File: src/rtl/spi_cmd_ram_if.sv
// Command/response bus between an SPI slave front end and spi_cmd_ram.
// The master drives 10-bit command words and receives read data and error strobes.
interface spi_cmd_ram_if;
  logic [9:0] rx_data;
  logic       rx_valid;
  logic [7:0] tx_data;
  logic       tx_valid;
  logic       cmd_err;

  modport master (
    output rx_data,
    output rx_valid,
    input  tx_data,
    input  tx_valid,
    input  cmd_err
  );

  modport slave (
    input  rx_data,
    input  rx_valid,
    output tx_data,
    output tx_valid,
    output cmd_err
  );
endinterface

File: src/rtl/spi_cmd_ram.sv
// SPI command decoder over an 8-bit RAM; SPI_RAM_ADDR_AUTOINC_EN enables address auto-increment.
// Read data strobes 2 cycles after RD_DATA; no backpressure, so overlapping or unarmed commands pulse cmd_err.
module spi_cmd_ram #(
  parameter int MEM_DEPTH = 256,
  parameter int ADDR_SIZE = 8
) (
  input logic         clk,
  input logic         rst,
  spi_cmd_ram_if.slave bus
);

  typedef enum logic [1:0] {
    IDLE    = 2'b00,
    READ    = 2'b01,
    PRESENT = 2'b10
  } state_t;

  localparam logic [1:0] OP_WR_ADDR = 2'b00;
  localparam logic [1:0] OP_WR_DATA = 2'b01;
  localparam logic [1:0] OP_RD_ADDR = 2'b10;
  localparam logic [1:0] OP_RD_DATA = 2'b11;

  logic [7:0]           mem [MEM_DEPTH];
  state_t               state;
  logic [ADDR_SIZE-1:0] wr_addr;
  logic [ADDR_SIZE-1:0] rd_addr;
  logic [ADDR_SIZE-1:0] rd_ptr;
  logic                 wa_vld;
  logic                 ra_vld;

  logic [1:0]           opcode;
  logic [7:0]           payload;
  logic [ADDR_SIZE-1:0] payload_addr;
  logic                 wr_data_go;
  logic                 rd_data_cmd;
  logic                 rd_go;
  logic                 cmd_bad;

  assign opcode       = bus.rx_data[9:8];
  assign payload      = bus.rx_data[7:0];
  assign payload_addr = ADDR_SIZE'(payload);

  assign wr_data_go  = bus.rx_valid && (opcode == OP_WR_DATA) && wa_vld;
  assign rd_data_cmd = bus.rx_valid && (opcode == OP_RD_DATA);
  assign rd_go       = rd_data_cmd && ra_vld && (state == IDLE);
  assign cmd_bad     = (bus.rx_valid && (opcode == OP_WR_DATA) && !wa_vld) ||
                       (rd_data_cmd && !rd_go);

  // Memory has no reset so its contents survive rst.
  always_ff @(posedge clk) begin
    if (wr_data_go) begin
      mem[wr_addr] <= payload;
    end
  end

  always_ff @(posedge clk or posedge rst) begin
    if (rst) begin
      state        <= IDLE;
      wr_addr      <= '0;
      rd_addr      <= '0;
      rd_ptr       <= '0;
      wa_vld       <= 1'b0;
      ra_vld       <= 1'b0;
      bus.tx_data  <= 8'h00;
      bus.tx_valid <= 1'b0;
      bus.cmd_err  <= 1'b0;
    end else begin
      bus.cmd_err <= cmd_bad;

      if (bus.rx_valid) begin
        case (opcode)
          OP_WR_ADDR: begin
            wr_addr <= payload_addr;
            wa_vld  <= 1'b1;
          end
          OP_WR_DATA: begin
`ifdef SPI_RAM_ADDR_AUTOINC_EN
            if (wa_vld) begin
              wr_addr <= wr_addr + ADDR_SIZE'(1);
            end
`endif
          end
          OP_RD_ADDR: begin
            rd_addr <= payload_addr;
            ra_vld  <= 1'b1;
          end
          default: ;
        endcase
      end

      // rd_ptr freezes the address at launch so later RD_ADDR cannot disturb the read.
      case (state)
        IDLE: begin
          bus.tx_valid <= 1'b0;
          if (rd_go) begin
            rd_ptr <= rd_addr;
            state  <= READ;
`ifdef SPI_RAM_ADDR_AUTOINC_EN
            rd_addr <= rd_addr + ADDR_SIZE'(1);
`endif
          end
        end
        READ: begin
          bus.tx_data  <= mem[rd_ptr];
          bus.tx_valid <= 1'b1;
          state        <= PRESENT;
        end
        PRESENT: begin
          bus.tx_valid <= 1'b0;
          state        <= IDLE;
        end
        default: begin
          bus.tx_valid <= 1'b0;
          state        <= IDLE;
        end
      endcase
    end
  end

endmodule

File: src/flat_wrapper.sv
// flat-port wrapper written by rule: the top's interface ports become plain ports
module spi_cmd_ram_flat 
#(
  parameter int MEM_DEPTH = 256,
  parameter int ADDR_SIZE = 8
)
  (clk, rst, bus_rx_data, bus_rx_valid, bus_tx_data, bus_tx_valid, bus_cmd_err);
  spi_cmd_ram_if bus_i ();
  input logic clk;
  input logic rst;
  input wire logic [$bits(bus_i.rx_data)-1:0] bus_rx_data;
  input wire logic [$bits(bus_i.rx_valid)-1:0] bus_rx_valid;
  output wire logic [$bits(bus_i.tx_data)-1:0] bus_tx_data;
  output wire logic [$bits(bus_i.tx_valid)-1:0] bus_tx_valid;
  output wire logic [$bits(bus_i.cmd_err)-1:0] bus_cmd_err;
  assign bus_i.rx_data = bus_rx_data;
  assign bus_i.rx_valid = bus_rx_valid;
  assign bus_tx_data = bus_i.tx_data;
  assign bus_tx_valid = bus_i.tx_valid;
  assign bus_cmd_err = bus_i.cmd_err;
  spi_cmd_ram #(.MEM_DEPTH(MEM_DEPTH), .ADDR_SIZE(ADDR_SIZE)) u_core (.clk(clk), .rst(rst), .bus(bus_i));
endmodule
File: config.mk
export PLATFORM = sky130hd
export DESIGN_NAME = spi_cmd_ram_flat
export DESIGN_NICKNAME = d
export VERILOG_FILES = /design/src/rtl/spi_cmd_ram_if.sv /design/src/rtl/spi_cmd_ram.sv /design/src/flat_wrapper.sv
export SDC_FILE = /design/constraint.sdc
export NUM_CORES = 2
export LEC_CHECK = 0
export CAP_MARGIN = 40
export CELL_PAD_IN_SITES_DETAIL_PLACEMENT = 2
export CELL_PAD_IN_SITES_GLOBAL_PLACEMENT = 2
export CORE_MARGIN = 3
export CORE_UTILIZATION = 55
export CTS_BUF_LIST = sky130_fd_sc_hd__clkbuf_4
export DETAILED_ROUTE_END_ITERATION = 16
export DONT_BUFFER_PORTS = 1
export PLACE_DENSITY_LB_ADDON = 0.1
export SYNTH_ARGS = -nofsm -noshare
export SYNTH_HDL_FRONTEND = slang
export SYNTH_SLANG_ARGS = --single-unit
File: constraint.sdc
create_clock -name clk -period 7.39 [get_ports clk]
set_input_delay 0.3695 -clock clk [delete_from_list [all_inputs] [get_ports clk]]
set_output_delay 0.3695 -clock clk [all_outputs]
set_load 0.01 [all_outputs]
==> impl_metrics.yaml, run 1 <==
outcome:
  outcome: "aborted with a tool error"
  failed_stage: "detailed placement"
  tool.error: "[ERROR DPL-0033] detailed placement checks failed during check placement."
synthesis:
  synth-async-reset-ratio_pct: 1.82
  netlist_area_um2: 81500
  yosys_warnings: 0
  synth_commonest_cells: "edfxtp_1 (2048), mux2i_1 (393), mux4_2 (299)"
  yosysTopAreaCellShare_pct: 75.4
  ys_ff_latch: 2086
  syn_avg_cell_area_um2: 20.2
  synth_most_common_cell: "edfxtp_1"
  synth.area.top_cells: "edfxtp_1 (75%), mux4_2 (8.3%), mux2i_1 (4.8%)"
  yosysSeqAreaShare_pct: 76.6
  syn_inst: 4044
  yosysUniqueCellTypes: 63
  synth_edf_count: 2048
  synthFlopType: "edfxtp_1"
  synth_top_area_cell: "edfxtp_1"
  syn_nets: 4057
placement:
  place_hpwl_um: 176000
  finalWeightedCongestion: 0.810
  io_buffer_count: 0
die:
  initial_core_util_pct: 55.7
  rows: 140
  die_w_um: 391
  die_y_um: 391
  io-pin-count: 23
cells by family after synthesis:
logic type,Yosys count,share of synthesized area (%)
flops,2086,76.6
mux,765,14.7
buf+inv,250,2.14
simple gates,475,2.52
compound gates,468,4.06
stage by stage:
| stage | std cells | hold WS (ns) | area, um2 | setup WS, ns |
|---|---|---|---|---|
| 2_1_floorplan | 4044 | 0.431 | 81500 | 5.07 |
| 3_3_place_gp | 5792 | 0.444 | 82900 | 3.16 |
==> run 2: changes to the inputs <==
==> config.mk (replaced) <==
export PLATFORM = sky130hd
export DESIGN_NAME = spi_cmd_ram_flat
export DESIGN_NICKNAME = d
export VERILOG_FILES = /design/src/rtl/spi_cmd_ram_if.sv /design/src/rtl/spi_cmd_ram.sv /design/src/flat_wrapper.sv
export SDC_FILE = /design/constraint.sdc
export NUM_CORES = 2
export LEC_CHECK = 0
export CAP_MARGIN = 40
export CORE_MARGIN = 3
export CORE_UTILIZATION = 40
export DETAILED_ROUTE_END_ITERATION = 16
export DONT_BUFFER_PORTS = 1
export PLACE_DENSITY_LB_ADDON = 0.15
export SYNTH_ARGS = -nofsm -noshare
export SYNTH_HDL_FRONTEND = slang
export SYNTH_SLANG_ARGS = --single-unit
==> run 2 against run 1 <==
The flow now finishes, with violations (max-slew violations). Synthesized cell count unchanged. Synthesized area unchanged.
==> impl_metrics.yaml, run 2 <==
clock_network:
  clk_latency_ns: 0.86
  cts.path.max_buffers: 3
  clock-root-buffer: "clkbuf_16"
  cts_sinks: 2086
  numCtsBuffers: 215
  ctsHtreeMaxLevel: 4
  clk_pin_slew_ns: 0.06
  cts_setup_buffers: 0
  cts_tree: "done"
  cts_resized: 0
die:
  io-pin-count: 23
  die_y_um: 457
  dieArea_um2: 209000
  coreArea_um2: 203000
  die_w_um: 457
  initial_core_util_pct: 40.3
  rows: 165
placement:
  place_area_um2: 84700
  io_buffer_count: 0
  finalWeightedCongestion: 0.801
  place_hpwl_um: 125000
  pre_cts_slack_ns: 3.06
grt:
  top_usage_layer: "met2"
  grt_usage_pct: 20.4
  use_met3_pct: 2.91
  grt_pass1_vias: 40627
  grt_first_pass_wirelength_um: 309000
  grt_util_met2_pct: 32.4
  grt_max_degree: 259
  gr-total-overflow: 0
  met1_usage_pct: 29.8
  antenna_found_initial: 8
layout:
  layout_commonest_cell: "edfxtp_1"
  largest_reg_flops: 2048
  nets: 4204
  drive_gt1_share_pct: 18.9
  final_area_um2: 91900
  syn_to_final_growth_pct: 12.6
  layout_common_cells: "edfxtp_1 (2048), mux2i_1 (393), mux4_2 (299)"
  top_register: "u_core.mem"
timing:
  rsz0062_at_grt: "false"
  finalSetupViolations: 0
  min_period_ns: 4.39
  worst_slack_ns: 3.00
  maxSlewViolCount: 80
  whs_ns: 0.115
  worst_slew_pin_slew_ns: 1.58
  finalClockSkew_ns: 0.0392
  fmax_mhz: 228
  setup_tns_ns: 0
  relSlewSlack_pct: -5.34
  final_hold_viol_count: 0
  fin_crit_sh_pct: 59.3
power:
  pwr_density_cell_nw_per_um2: 318
  leakagePower_nw: 28.6
  vdd_drop_max_uv: 261
  p_total_w: 0.0292
synthesis:
  synth_most_common_cell: "edfxtp_1"
  synth_edf_count: 2048
  synth_commonest_cells: "edfxtp_1 (2048), mux2i_1 (393), mux4_2 (299)"
  synth-async-reset-ratio_pct: 1.82
  synthFlopType: "edfxtp_1"
  syn_nets: 4057
  yosysUniqueCellTypes: 63
  yosysTopAreaCellShare_pct: 75.4
  netlist_area_um2: 81500
  synth.area.top_cells: "edfxtp_1 (75%), mux4_2 (8.3%), mux2i_1 (4.8%)"
  syn_avg_cell_area_um2: 20.2
  yosysSeqAreaShare_pct: 76.6
  synth_top_area_cell: "edfxtp_1"
  ys_ff_latch: 2086
  yosys_warnings: 0
  syn_inst: 4044
setup_path:
  startpoint_type: "flop"
  critPathRequiredTime_ns: 8.17
  worstPathArrival_ns: 5.17
  cpPeakStageDelay_ns: 0.92
  worst-path-buf-inv: 1
  path_class: "flop to flop"
  crit_chain: "buf_12 > nand3b_2 > o22ai_1 > a211oi_1 > a221oi_1 > o2111ai_1 > o211ai_2"
  worstSetupEndpointType: "flop"
  crit_family: "compound AO/OA/AOI/OAI gates"
  crit_fanout: 77
  cp_slowest_cell: "dfrtp_4"
drt:
  initialDrtViolationCount: 3998
  drc: 0
  routed_wl_um: 215000
  avgViaCountPerCell: 5.70
  ant_nets: 0
  post_drt_wl_per_cell_um: 30.5
  drtPass1Iterations: 5
  via_count: 40180
flow_run:
  maxCapViolations: 0
hold_path:
  hp-class: "primary input to asynchronous set/reset pin"
outcome:
  violations: "max-slew violations"
  outcome: "finished, violations left"
run 2: through the flow:
stage	util [%]	cells
floorplan	-	4044
global placement	41.4	6543
detailed placement	41.8	6630
CTS	45.3	7045
global route	45.4	7048
finish	45.4	7050
run 2: cell type report:
class,count,area (um2)
fill,17141,111000
tap,2672,3340
clock inverter,136,1240
antenna,2,5.00
inverter,10,42.5
timing repair buffer,170,1720
sequential,2086,62500
multi-input combinational,1708,17400
clock buffer,266,5620
run 2: worst register-to-register path, delay by kind of cell (launching register included):
family,cells,cell delay [ns]
AOI/OAI and AO/OA,5,2.00
buffers and inverters,1,0.51
DFF,1,0.92
and+or+nand+nor,1,0.87
run 2: cell families (layout without fill, tap and decap cells):
group,count (synthesis),after routing,share of synthesized area (%)
other,0,2,0
buffers and inverters,250,582,2.14
DFF,2086,2086,76.6
and+or+nand+nor,475,475,2.52
muxes,765,765,14.7
AOI/OAI and AO/OA,468,468,4.06
run 2: final timing paths:
check	startpoint	endpoint	slack, ns	cells after the start
max in group asynchronous	rst	u_core.rd_ptr[1]	6.73	3
worst max-delay path	u_core.rd_ptr[0]	u_core.bus.tx_data[7]	3.00	7
worst max register to register	u_core.rd_ptr[0]	u_core.bus.tx_data[7]	3.00	7
worst min register to register	u_core.wa_vld	u_core.wa_vld	0.47	1
worst min-delay path	rst	u_core.bus.cmd_err	0.12	3
min in group clk	bus_rx_valid	u_core.ra_vld	0.12	2
run 2: repair_timing:
item,4_1_cts,5_1_grt
endpoints found under the setup margin,0,0
endpoints found under the hold margin,2108,0
hold buffers,13,0
run 2: report_power, final:
group          switching, W  leakage, nW  total, W  internal [W]
Combinational       0.00337         6.36   0.00541       0.00204
Clock               0.00457         3.34    0.0105       0.00597
Sequential         0.000216         18.9    0.0133        0.0131
run 2: metal layers:
layer	wire, um	vias to the layer above
li1	-	17118
met1	95700	21525
met2	102000	1252
met3	11600	285
met4	5190	0
met5	0	-
No activity file was read; power rests on OpenSTA's default activity.
